==> src/rtl/bist_march_engine.sv <==
// March-test datapath: steps RAM address/write data per background pattern and compares read-back.
// Optional BIST_FAIL_ADDR_EN builds a register capturing the address of the first mismatch.
module bist_march_engine #(
    parameter int unsigned ADDR_W  = 4,
    parameter int unsigned DATA_W  = 8,
    parameter int unsigned NUM_PAT = 4
) (
    input  logic              clk,
    input  logic              rst,
    input  logic              rst_count,
    input  logic              rst_pat,
    input  logic              nxt_count,
    input  logic              nxt_pat,
    output logic [ADDR_W-1:0] ram_addr,
    output logic [DATA_W-1:0] ram_wdata,
    output logic              ram_we,
    input  logic [DATA_W-1:0] ram_rdata,
    output logic              count_end,
    output logic              pat_end,
    output logic              error,
    output logic [ADDR_W-1:0] fail_addr
);

    localparam logic [ADDR_W:0] CntMax  = '1;
    localparam logic [2:0]      PatLast = 3'(NUM_PAT);

    logic [ADDR_W:0]   cnt_q;
    logic              done_q;
    logic              rd_vld_q;
    logic [DATA_W-1:0] exp_q;
    logic              last_q;
    logic              count_end_q;
    logic [2:0]        pat_q;
    logic              error_q;

    logic              phase;
    logic              rd_step;
    logic              mismatch;
    logic [DATA_W-1:0] bg;

    assign phase     = cnt_q[ADDR_W];
    assign ram_addr  = cnt_q[ADDR_W-1:0];
    assign ram_we    = nxt_count & ~phase & ~done_q & ~rst;
    assign rd_step   = nxt_count & phase & ~done_q & ~rst_count;
    assign mismatch  = rd_vld_q & (ram_rdata != exp_q);
    assign ram_wdata = bg;
    assign count_end = count_end_q;
    assign pat_end   = (pat_q == PatLast);
    assign error     = error_q;

    // Checkerboard flips phase with the address LSB so neighbours always differ.
    always_comb begin
        bg = '0;
        case (pat_q)
            3'd1: bg = '1;
            3'd2: begin
                for (int i = 0; i < int'(DATA_W); i++) begin
                    bg[i] = (i % 2 == 0) ^ ram_addr[0];
                end
            end
            3'd3: bg = DATA_W'(ram_addr);
            default: bg = '0;
        endcase
    end

    always_ff @(posedge clk) begin
        if (rst) begin
            cnt_q       <= '0;
            done_q      <= 1'b0;
            rd_vld_q    <= 1'b0;
            exp_q       <= '0;
            last_q      <= 1'b0;
            count_end_q <= 1'b0;
            pat_q       <= '0;
            error_q     <= 1'b0;
        end else begin
            if (rst_count) begin
                cnt_q  <= '0;
                done_q <= 1'b0;
            end else if (nxt_count && !done_q) begin
                if (cnt_q == CntMax) begin
                    done_q <= 1'b1;
                end else begin
                    cnt_q <= cnt_q + 1'b1;
                end
            end

            rd_vld_q <= rd_step;
            if (rd_step) begin
                exp_q <= bg;
            end
            // count_end lines up with the final compare landing on error
            last_q      <= rd_step && (cnt_q == CntMax);
            count_end_q <= last_q;

            if (rst_pat) begin
                pat_q <= '0;
            end else if (nxt_pat && (pat_q < PatLast)) begin
                pat_q <= pat_q + 1'b1;
            end

            if (rst_pat) begin
                error_q <= 1'b0;
            end else if (mismatch) begin
                error_q <= 1'b1;
            end
        end
    end

`ifdef BIST_FAIL_ADDR_EN
    logic [ADDR_W-1:0] rd_addr_q;
    logic [ADDR_W-1:0] fail_addr_q;

    always_ff @(posedge clk) begin
        if (rst) begin
            rd_addr_q   <= '0;
            fail_addr_q <= '0;
        end else begin
            if (rd_step) begin
                rd_addr_q <= ram_addr;
            end
            if (rst_pat) begin
                fail_addr_q <= '0;
            end else if (mismatch && !error_q) begin
                fail_addr_q <= rd_addr_q;
            end
        end
    end

    assign fail_addr = fail_addr_q;
`else
    assign fail_addr = '0;
`endif

endmodule

==> config.mk <==
export PLATFORM = sky130hd
export DESIGN_NAME = bist_march_engine
export DESIGN_NICKNAME = d
export VERILOG_FILES = /design/src/rtl/bist_march_engine.sv
export SDC_FILE = /design/constraint.sdc
export NUM_CORES = 1
export LEC_CHECK = 0
export BUFFER_PORTS_ARGS = -buffer_cell sky130_fd_sc_hd__buf_2
export CAP_MARGIN = 20
export CORE_UTILIZATION = 45
export DETAILED_ROUTE_END_ITERATION = 10
export PLACE_DENSITY = 0.72
export SYNTH_ARGS = -nofsm -noshare
export SYNTH_HDL_FRONTEND = slang
export SYNTH_SLANG_ARGS = --single-unit
==> constraint.sdc <==
create_clock -name clk -period 3.95 [get_ports clk]
set_input_delay 0.79 -clock clk [delete_from_list [all_inputs] [get_ports clk]]
set_output_delay 0.79 -clock clk [all_outputs]
set_load 0.05 [all_outputs]
-- After elaboration in Yosys (flattened, before gate mapping)
Cells that the tools add are included.
- reduce and logical (&&, ||, !) cells: 8
- eq/ne operators: 6
- magnitude comparators: 1
- multiplexer cells: 1
- add/subtract/negate cells: 2
- bitwise logic cells: 13
- operators by type and width (kind ; count):
    8-bit case mux with 3 select lines ; 1
    8-bit != test ; 1
    1-bit AND ; 7
    3-bit by 2-bit equality test with 1-bit output (second input constant) ; 2
    1-bit inverter ; 6
    5-bit by 1-bit adder with 5-bit output (second input constant) ; 1
    5-bit equality test (second input constant) ; 1
    2-bit AND reduction ; 2
    2-bit OR reduction ; 2
    3-bit by 1-bit adder with 3-bit output (second input constant) ; 1
    3-bit by 1-bit equality test with 1-bit output (second input constant) ; 1
    3-bit equality test (second input constant) ; 1
    1-bit logical AND ; 3
    3-bit < comparator (second input constant) ; 1
    1-bit logical NOT ; 1
- output and inout port bits: 20
- bits in registers: 21

-- Longest topological paths before layout
Gate-level depths: netlist of the first run.
- word-level depth: 4
- gate-level depth with buffers: 7

-- Worst setup path after synthesis of the first run
No wires, ideal clock.
- path type: input-to-output
- start: input port rst
- end: output port ram_we
- path buffers: 1
- stages: 2
- path slack: 0.604 ns
- arrival time: 2.556 ns
- path through: buf_4 > nor4b_1
- word-level cells in the longest chain between the ends: 2
- RTL lines (element ; line ; RTL):
    start, declared ; 9 ; input logic rst,
    1-bit inverter ; 43 ; assign ram_we = nxt_count & ~phase & ~done_q & ~rst;
    1-bit AND ; 43 ;
    end, declared ; 16 ; output logic ram_we,
Every way passes these cells.

-- Worst setup path in the final report of the first run
- start: register pat_q[0]
- end: output port ram_wdata[2]
- word-level cells in the longest chain between the ends: 2
- elaborated cells between the ends (all ways): 4
- RTL lines (element ; line ; RTL):
    start, declared ; 33 ; logic [2:0] pat_q;
    start signal, assigned ; 99 ; pat_q <= pat_q + 1'b1;
    3-bit by 2-bit equality test with 1-bit output / 3-bit by 1-bit equality test with 1-bit output (equally long branches) ; 54 ; case (pat_q)
    8-bit case mux with 3 select lines * ; 54 ;
    end, declared ; 15 ; output logic [DATA_W-1:0] ram_wdata,
Every way passes the cells marked *; elsewhere a longest branch is shown, timed or not.

==> results of run 1 <==
==> final timing paths <==
| path | from | end | slack, ns | cells after the start |
|---|---|---|---|---|
| max reg2reg | cnt_q[0] | cnt_q[3] | 2.13 | 7 |
| max | pat_q[0] | ram_wdata[2] | 1.29 | 7 |
| min | last_q | count_end | 0.46 | 1 |
| min reg2reg | last_q | count_end | 0.46 | 1 |
==> registers in the layout (all words and copies together) (netlist names) <==
signal     count
cnt_q          5
count_end      1
done_q         1
error          1
exp_q          6
last_q         1
pat_q          3
rd_vld_q       1
==> critical path: stages (launching register included) <==
cell and delay [ns]:
dfxtp_1 0.41, inv_1 0.09, ha_1 0.22, nor2b_1 0.13
o21a_1 0.25, a21oi_1 0.18, nor2_1 0.07, buf_2 0.22
==> metrics by stage <==
step           setup WS, ns  total power [µW]  area, µm²  util [%]
2_1_floorplan         0.604               251       1070         -
3_3_place_gp           1.63               261       1150      52.0
3_5_place_dp           1.63               262       1150      52.0
4_1_cts                1.29               362       1180      53.4
5_1_grt                1.12               374       1180      53.4
6_report               1.29               359       1180      53.4
==> power groups by stage <==
| stage | logic (µW) | registers (µW) | clock network (µW) |
|---|---|---|---|
| 2_1_floorplan | 52.1 | 199 | 0 |
| 3_3_place_gp | 61.3 | 199 | 0 |
| 3_5_place_dp | 62.2 | 200 | 0 |
| 4_1_cts | 62.4 | 195 | 104 |
| 5_1_grt | 67.0 | 196 | 111 |
| 6_report | 62.3 | 195 | 101 |
==> cell type report <==
cell class | count | area (µm²) | share of cell area [%]
Multi-Input combinational cell | 82 | 568 | 48.1
Timing Repair Buffer | 29 | 145 | 12.3
Clock buffer | 3 | 22.5 | 1.91
Tap cell | 28 | 35.0 | 2.97
Clock inverter | 1 | 7.51 | 0.636
Sequential cell | 19 | 380 | 32.2
Inverter | 6 | 22.5 | 1.91
==> layer usage <==
| metal | vias up | track usage (%) |
|---|---|---|
| li1 | 428 | - |
| met1 | 388 | 20.0 |
| met4 | 0 | 12.0 |
| met2 | 30 | 29.1 |
| met3 | 7 | 3.33 |
| met5 | - | 0 |
==> cells by family (layout without fill, tap and decap cells) <==
logic type / count (synthesis) / in the layout / share of synthesized area (%)
AO/OA/AOI/OAI: 14 / 14 / 8.29
XOR/XNOR: 8 / 8 / 6.63
adder cells (fa/ha/maj): 8 / 8 / 9.47
buffers and inverters: 19 / 39 / 11.4
flip-flops: 19 / 19 / 36.0
multiplexers: 4 / 4 / 3.79
other: 1 / 4 / 0.355
AND/OR/NAND/NOR: 44 / 44 / 24.1
==> synth_stat cells (2+ instances only) <==
cell type | number | area, µm²
nor2b_1 | 3 | 18.8
inv_1 | 6 | 22.5
nor2_1 | 17 | 63.8
dfxtp_1 | 19 | 380
mux2i_1 | 4 | 40.0
nor4_1 | 2 | 12.5
or2b_1 | 3 | 22.5
and3_1 | 3 | 18.8
ha_1 | 8 | 100
and2_1 | 2 | 12.5
buf_4 | 11 | 82.6
o32ai_1 | 3 | 26.3
xor2_1 | 3 | 26.3
xnor2_1 | 5 | 43.8
a21oi_1 | 8 | 40.0
nor3_1 | 5 | 25.0
==> results.md, run 1 <==
- The number of clock buffers inserted by TritonCTS is 3.
- Timing would allow up to 376 MHz.
- The smallest clock period supported by the final layout is computed as 2.66 ns.
- The pin count of the biggest net entering global routing is 15.
- In the final routed layout, each cell accounts on average for 11.8 µm.
- The power density over the cells is 304 nW/µm².
- After detailed routing, the number of remaining DRC violations is 0.
- The synthesized area is 1060 µm².
- The max-slew violation total from the final report is 0.
- Setup repair after global routing left no endpoint under its margin.
- For the worst-skew pair, the clock arrives at the later sink with an insertion delay of 0.31 ns.
- The via count of the first global-routing pass is 761.
- In the routed layout, each cell is associated on average with a via count of 5.08.
- In the layout the commonest cells are buf_2, dfxtp_1, nor2_1, a21oi_1, ha_1.
- The largest clock skew in the final design is 0.0118 ns.
- The final standard cell count with taps included and fillers excluded is 168.
- For this design the static power due to leakage is 0.000556 µW.
- The critical path required time is 3.16 ns.
- The overall track demand over capacity in global routing is 17.5%.
- In this run switching power makes up 30.5% of total power.
- The most used flip-flop cell after synthesis is dfxtp_1.
- The net count of the finished layout is 163.
- The met3 wirelength from detailed routing is 88 µm.
- The floorplan step defined a die boundary enclosing 2550 µm².
- The final cycle utilization of the critical path is 67.3%.
- The final layout contains routed wiring with a total length of 1.98 mm.
- The sink count of the clock tree is 19.
- The cell count after placement is 164.
- Across the VDD grid, the largest voltage drop is 0.184 mV.
- The count of endpoints failing setup in the final report is 0.
- For this run, the number of Yosys warnings is 0.
- STA puts the critical path data arrival time at 1.87 ns.
- After detailed routing, the met2 layer carries 932 µm of wire.
- The number of different library cells in the post-synthesis netlist is 31.
- The number of placement rows is 17.
- The switching power is 109 µW.
- The number of resized instances in the post-cts repair step is 0.
- The filler cells instantiated in the layout total 203.
- The class of the tightest hold or removal check is reg -> reg.
- The I/O pin count is 34.
- Relative to the synthesized area, the layout overhead comes to 11.7%.
- The residual overflow from global routing is 0.
- The proportion of synthesized flip-flops having asynchronous set or reset is 0%.
- The tightest hold path in the finished design has a slack of 0.458 ns.
- In this run the number of H-tree levels came out at 1.
- The commonest non-fill, non-tap cell in the layout is buf_2.
- The top routing layer in use is met4.
- The total iterations of the first detailed-routing run is 4.
- Once the floorplan was initialized, standard cells occupied 47.8% of the core.
- The count of nets left with antenna violations after detail routing is 0.
- The die is 50.5 µm wide.
- CTS placed an instance of clkbuf_4 at the clock tree root.
- Max-cap violations in this run came to 0.
- The worst setup path category is reg -> out.
- The die span in y is 50.5 µm.
- The internal cell power is 249 µW.
- The portion of the post-synthesis area used by sequential elements is 36.0%.
- The cell count after synthesis came out at 117.
- The floorplan core area is 2210 µm².
- Routability-driven placement finished with a final weighted congestion of 0.760.
- The hold violation count in the final report is 0.
- The count of hold-fix buffers inserted at cts is 0.
- The number of storage elements in the synthesis netlist is 19.
- The share of total power dissipated in the clock network is 28.1%.
- The number of antenna violations at the first check in global routing was 0.
- The worst setup path is captured at an output pin.
- The first routing iteration left 11 violations.
- Per report_power, the combinational group accounts for 17.4% of the total.
- The number of antenna diodes in the final layout is 0.
- Dividing the synthesized area by the synthesized cell count gives 9.04 µm².
- The layout cell share with drive strength beyond 1 is 26.4%.
- After clock tree synthesis, the clock-pin slew on the worst setup and hold paths is 0.12 ns.
- The startpoint type of the worst setup path is a flip-flop.
- The count of input and output buffers is 29.
- In this run the post-CTS setup repair buffer count came out at 0.
- The wire-length estimate of the detail-placed layout is 1.58 mm.
- The accumulated negative setup slack is 0 ns.
- The global-route wire length before repair is 3.26 mm.
- TritonCTS built the clock tree.
- In this run the worst path has a maximum fanout of 5.
- Sequential cells burn 54.5% of the power.
- In this run the deepest clock path goes through 2 buffers.
- In this run, synthesis inferred 0 flip-flops with an integrated enable.
- The number of vias after detailed routing is 853.
- After detailed routing, the wire length on met1 is 894 µm.
- The flow ran to the end, and the final reports show no timing, DRC or antenna violations.
(Power assumes the default switching activity.)
==> run 2, diff against run 1 <==
Settings changed: CORE_UTILIZATION 45 to 44, PLACE_DENSITY 0.72 to 0.73.
Clock period 3.95 ns to 2.4 ns, I/O delays scaled along.
==> run 2 against run 1 <==
  * Wire length increased by 4.2%
  * Sequential power rose by 65%
  * First-iteration DRC count shrank 36%
  * Cell count unchanged
  * Sequential share of layout area fell by 0.50 points
  * Utilization rose by 0.50 points
  * Power up 64%
  * Critical endpoint is now ram_wdata[0]
  * Largest cell class unchanged
  * Highest routed layer unchanged
==> results.md, run 2 (synthesis gave the netlist of run 1 again) <==
- The top cell types in the final layout, fill and taps aside, are buf_2, dfxtp_1, nor2_1, ha_1.
- TritonCTS built the clock tree.
- The setup slack after layout was 0.158 ns (-1.13 ns).
- The number of placement rows came to 17 (unchanged).
- The shortest period the worst path allows is 2.24 ns.
- The number of inserted diodes is 0 (unchanged).
- STA classifies the critical path startpoint as a flip-flop.
- For hold timing, the worst endpoint is pat_q[0].
- The worst hold path depth is 2 (+1).
- The largest registers in the layout are exp_q x6, cnt_q x5, pat_q x3.
- The residual overflow from global routing is 0 (unchanged).
- The class of the tightest hold or removal check is in -> reg.
- The count of input and output buffers is 29 (unchanged).
- The die span in y is 51.0 µm (+1.1%).
- The flow ran to the end, and the final reports show no timing, DRC or antenna violations.
- The post-detailed-route DRC marker count is 0 (unchanged).
- The number of vias after detailed routing is 839 (-1.6%).
- Counting flops per register, the top entry is exp_q.
- The number of cells traversed by the worst register-to-register path came to 7 (unchanged).
- The worst hold path begins at rst_pat.
- The routed wirelength normalized by instance count is 12.3 µm (+4.2%).
- The I/O pin count was 34 (unchanged).
- The largest vdd supply drop was 0.291 mV (+58%).
- The floorplan core area is 2230 µm² (+0.96%).
- The final-layout worst hold slack is 0.400 ns (-0.0585 ns).
- The number of clock buffers inserted by TritonCTS was 3 (unchanged).
- The worst setup path category is reg -> out.
- The minimum setup slack among reg-to-reg paths is 0.53 ns (-1.60 ns).
- The number of antenna violations at the first check in global routing came to 0 (unchanged).
- The count of endpoints failing setup in the final report came to 0 (unchanged).
- Of the available clock period, the critical path in the final layout requires 93.4%.
- The pin count of the biggest net entering global routing is 15 (unchanged).
- The largest clock skew in the final design is 0.00473 ns (-0.00709 ns).
- The data arrival time at the worst-slack endpoint is 1.76 ns (-0.11 ns).
- The die footprint is 2600 µm² (+2.2%).
- The number of violations of the max-capacitance limit is 0 (unchanged).
- The global-route wire length before repair is 3.37 mm (+3.2%).
- The total iterations of the first detailed-routing run was 4 (unchanged).
- The count of nets left with antenna violations after detail routing was 0 (unchanged).
- The average vias per placed instance is 4.99 (-1.6%).
- The cell sitting at the root of the clock tree is a clkbuf_4.
- The library cell used most frequently in the layout, excluding fill and tap cells, is buf_2.
- The sequential cell area is 382 µm² (+0.33%).
- The max-slew violation total from the final report is 0 (unchanged).
- The layout cell share with drive strength beyond 1 came to 32.1% (+5.7 points).
- The reg-to-reg endpoint is cnt_q[3].
- The power density over the cells is 488 nW/µm² (+61%).
- The die span in x is 51.0 µm (+1.1%).
- The fill cell total of the finished layout is 212 (+4.4%).
- The worst setup slack after placement is 0.374 ns (-1.25 ns).
- The reg-to-reg critical path startpoint is cnt_q[0].
- The leakage power is 0.000564 µW (+1.4%).
- The clock latency on the worst-skew pair is 0.29 ns (-0.02 ns).
- The cell count after placement is 164 (unchanged).
- The hold violation count in the final report came to 0 (unchanged).
- The number of DRC violations after detailed-routing iteration 0 is 7 (-4).
- The HPWL after detailed placement is 1.58 mm (-0.39%).
- Derived from the worst setup path, the maximum achievable clock frequency is 446 MHz.
- The H-tree depth is 1 (unchanged).
- The overall track demand over capacity in global routing was 17.6% (+0.11 points).
- The area growth from synthesis to layout is 13.8%.
- The final weighted congestion of routability-driven global placement is 0.792 (+4.1%).
- The initial cell density of the core was 47.3% (-0.46 points).
- The flip-flop count of the largest register after layout was 6 (unchanged).
- The total area of multi-input combinational cells is 592 µm² (+4.2%).
- The post-layout net count is 163 (unchanged).
- The number of buffers on the longest clock path is 2 (unchanged).
- The maximum fanout along the worst path came to 5 (unchanged).
- The via count of the first global-routing pass came to 799 (+5.0%).
- The final standard cell count with taps included and fillers excluded came to 168 (unchanged).
- The register clock-pin slew on the reported worst setup and hold paths is 0.10 ns (-0.02 ns).
- Setup repair after global routing left no endpoint under its margin.
- The detailed-route wire length is 2.07 mm (+4.2%).
- The accumulated negative setup slack was 0 ns (unchanged).
- STA classifies the critical path endpoint as an output pin.
- The critical path required time came to 1.92 ns (-1.24 ns).
- The sink count of the clock tree came to 19 (unchanged).
[run 2: routing by layer]
metal  global-route usage, %  share of wire [%]  vias up
li1                        -                  -      430
met1                    19.9                 45      385
met2                    31.1                 50       22
met3                    2.68                4.5        2
met4                    9.72               0.68        0
met5                       0                  0        -
[run 2: worst max-delay path: stages, from the launching register on]
cell and delay, ns:
dfxtp_2 0.38, inv_1 0.07, ha_1 0.23, nor2b_1 0.13
o21a_1 0.24, a21oi_2 0.16, inv_1 0.05, buf_2 0.20
[run 2: timing repair]
| action | in CTS | in global routing |
|---|---|---|
| endpoints found under the setup margin | 0 | 4 |
| gates resized for setup | 0 | 4 |
| buffers inserted | 0 | 0 |
| hold buffers | 0 | 0 |
[run 2: per-stage QoR]
step | total power [µW] | util [%] | area [µm²]
finish | 588 | 53.9 | 1200
global route | 617 | 53.9 | 1200
CTS | 593 | 53.4 | 1190
detailed placement | 433 | 52.2 | 1160
global placement | 431 | 52.2 | 1160
floorplan | 415 | - | 1080
[run 2: area by class of cell]
cell class                      count  area share, %
Clock buffer                        3           1.87
Clock inverter                      1          0.416
Inverter                            6           1.87
Multi-Input combinational cell     82           49.2
Sequential cell                    19           31.7
Tap cell                           28           2.91
Timing Repair Buffer               29           12.1
[run 2: worst max-delay path by stage]
stage                     startpoint            to  slack, ns
after floorplan             pat_q[0]  ram_wdata[2]       0.17
final                       pat_q[0]  ram_wdata[0]       0.16
after CTS                   pat_q[0]  ram_wdata[0]       0.02
after global placement      pat_q[0]  ram_wdata[0]       0.44
after detailed placement    pat_q[0]  ram_wdata[0]       0.37
after global routing        pat_q[0]  ram_wdata[3]       0.01
[run 2: report_power, final]
part	internal (µW)	switching, µW
sequential	318	3.84
combinational	30.0	75.5
clock	62.0	98.9
total	410	178
==> run 3, diff against run 2 <==
Settings changed: CORE_MARGIN from default to 5.
==> run 3 against run 2 <==
  * Worst hold slack gained 0.0037 ns
  * Global-route usage is 4.1 points lower
  * Flip-flop and latch count stayed put
  * Sequential power about the same
  * Die area is 34% higher
  * Register-to-register slack gained 0.02 ns
  * Combinational power about the same
  * Clock skew about the same
  * Largest cell class unchanged
  * Largest power group unchanged
==> results.md, run 3 (synthesis gave the netlist of run 1 again) <==
- The flow ran to the end, and the final reports show no timing, DRC or antenna violations.
- The detailed-route wire length is 2.20 mm (+6.5%).
- The final cycle utilization of the critical path is 94.5% (+1.0 points).
- The number of buffers on the longest clock path was 2 (unchanged).
- The post-layout net count came to 163 (unchanged).
- The total iterations of the first detailed-routing run came to 4 (unchanged).
- The die span in y is 59.0 µm (+16%).
- The tree is rooted in a clkbuf_4.
- The number of violations of the max-capacitance limit is 0 (unchanged).
- The count of hold-fix buffers inserted at cts is 0 (unchanged).
- By startpoint and endpoint, the worst setup path is classified as reg -> out.
- The number of inserted diodes came to 0 (unchanged).
- The residual overflow from global routing was 0 (unchanged).
- The library cell used most frequently in the layout, excluding fill and tap cells, is buf_2.
- The I/O pin count is 34 (unchanged).
- TritonCTS built the clock tree.
- The overall track demand over capacity in global routing is 13.5% (-4.1 points).
- The pin count of the biggest net entering global routing is 15 (unchanged).
- The number of placement rows is 17 (unchanged).
- The largest stage delay on the critical path is 0.44 ns (+0.06 ns).
- The number of antenna violations at the first check in global routing is 0 (unchanged).
- Setup repair after global routing left no endpoint under its margin.
- The cell at the slowest stage of the critical path is dfxtp_1.
- The worst setup path is captured at an output pin.
- The shortest period the worst path allows is 2.27 ns (+0.0250 ns).
- The sink count of the clock tree is 19 (unchanged).
- The maximum fanout along the worst path is 6 (+1).
- The flip-flop count of the largest register after layout is 6 (unchanged).
- The final weighted congestion of routability-driven global placement is 0.822 (+3.9%).
- The accumulated negative setup slack is 0 ns (unchanged).
- The die footprint is 3480 µm² (+34%).
- The total area of multi-input combinational cells is 589 µm² (-0.42%).
- Traced cell by cell, the critical path runs through inv_1 > ha_1 > nor2_1 > nor2_2 > buf_2.
- The number of DRC violations after detailed-routing iteration 0 is 15 (+8).
- The largest registers in the layout are exp_q x6, cnt_q x5, pat_q x3.
- The HPWL after detailed placement was 1.77 mm (+12%).
- The number of clock buffers inserted by TritonCTS was 3 (unchanged).
- The count of input and output buffers is 29 (unchanged).
- The area growth from synthesis to layout is 13.5%.
- The largest clock skew in the final design came to 0.00456 ns (-0.000168 ns).
- The data arrival time at the worst-slack endpoint is 1.79 ns (+0.03 ns).
- The count of endpoints failing setup in the final report is 0 (unchanged).
- The post-CTS setup buffer count came to 0 (unchanged).
- The critical path required time came to 1.92 ns (about the same).
- The fill cell total of the finished layout was 230 (+8.5%).
- The global-route wire length before repair is 3.62 mm (+7.4%).
- The number of vias after detailed routing came to 837 (-0.24%).
- exp_q holds more flip-flops than any other register.
- The register clock-pin slew on the reported worst setup and hold paths is 0.09 ns (about the same).
- The post-route cell area is 1200 µm² (-0.31%).
- The instance area after placement is 1160 µm² (unchanged).
- The clock latency on the worst-skew pair is 0.29 ns (about the same).
- The sequential cell area is 382 µm² (unchanged).
- The hold violation count in the final report is 0 (unchanged).
- The average vias per placed instance is 4.98 (-0.24%).
- The H-tree depth is 1 (unchanged).
- Leaving out fill and tap cells, the most frequent cells in the layout are buf_2, dfxtp_1, nor2_1, ha_1.
- The layout cell share with drive strength beyond 1 came to 30.7% (-1.4 points).
- The via count of the first global-routing pass is 818 (+2.4%).
- The initial cell density of the core was 46.9% (-0.45 points).
- The power density over the cells was 483 nW/µm² (-1.1%).
- The class of the tightest hold or removal check is in -> reg.
- The count of nets left with antenna violations after detail routing is 0 (unchanged).
- The max-slew violation total from the final report is 0 (unchanged).
- The die span in x was 59.0 µm (+16%).
- The post-detailed-route DRC marker count came to 0 (unchanged).
- The largest vdd supply drop is 0.254 mV (-13%).
- STA classifies the critical path startpoint as a flip-flop.
- The highest attainable clock frequency was 441 MHz (-1.1%).
- The leakage power is 0.000560 µW (-0.62%).
- The number of resized instances in the post-cts repair step was 0 (unchanged).
- The floorplan core area is 2250 µm² (+0.95%).
- The routed wirelength normalized by instance count is 13.1 µm (+6.5%).
run 3: cell count changes in the layout (fill, tap and decap cells not counted), sizes merged:
cell,delta
clkbuf,+1
clkinv,-1
run 3: report_power, final:
part           internal, µW  switching (µW)
registers               318            4.21
clock network          64.5            88.2
logic                  29.9            75.2
total                   412             168
run 3: metal layers:
metal,wire [µm],vias up,part of all wire (%),track usage [%]
met5,0,-,0,0
met4,16,0,0.73,5.83
met3,177,2,8.0,2.83
met2,1020,29,46,22.4
met1,992,381,45,16.7
li1,-,425,-,-
run 3: critical path: cells and delay by family, from the launching register on:
family                   cells  cell delay [ns]
AND/OR/NAND/NOR              2             0.48
flip-flops                   1             0.44
buffers and inverters        2             0.34
adder cells (fa/ha/maj)      1             0.25
run 3: final cells by class:
type                       count  share of cell area, %
clock buffer                   4                   2.19
inverter                       6                   1.88
multi-input combinational     82                   49.1
sequential                    19                   31.8
tap                           28                   2.92
timing repair buffer          29                   12.1
run 3: per-stage QoR:
stage	std cells	setup slack [ns]	util, %	power (µW)	hold WS [ns]
final	168	0.133	53.2	580	0.404
after global routing	168	0.0373	53.2	615	0.396
after CTS	168	0.0393	52.8	589	0.402
after detailed placement	164	0.377	51.7	433	0.428
after global placement	164	0.429	51.7	431	0.438
after floorplan	120	0.175	-	415	0.414
run 3: worst paths after layout:
check | cells after the start | endpoint | start | slack, ns
worst max-delay path | 5 | ram_wdata[3] | pat_q[2] | 0.13
worst min-delay path | 2 | pat_q[0] | rst_pat | 0.40
worst max register to register | 7 | cnt_q[3] | cnt_q[0] | 0.55
worst min register to register | 1 | count_end | last_q | 0.45
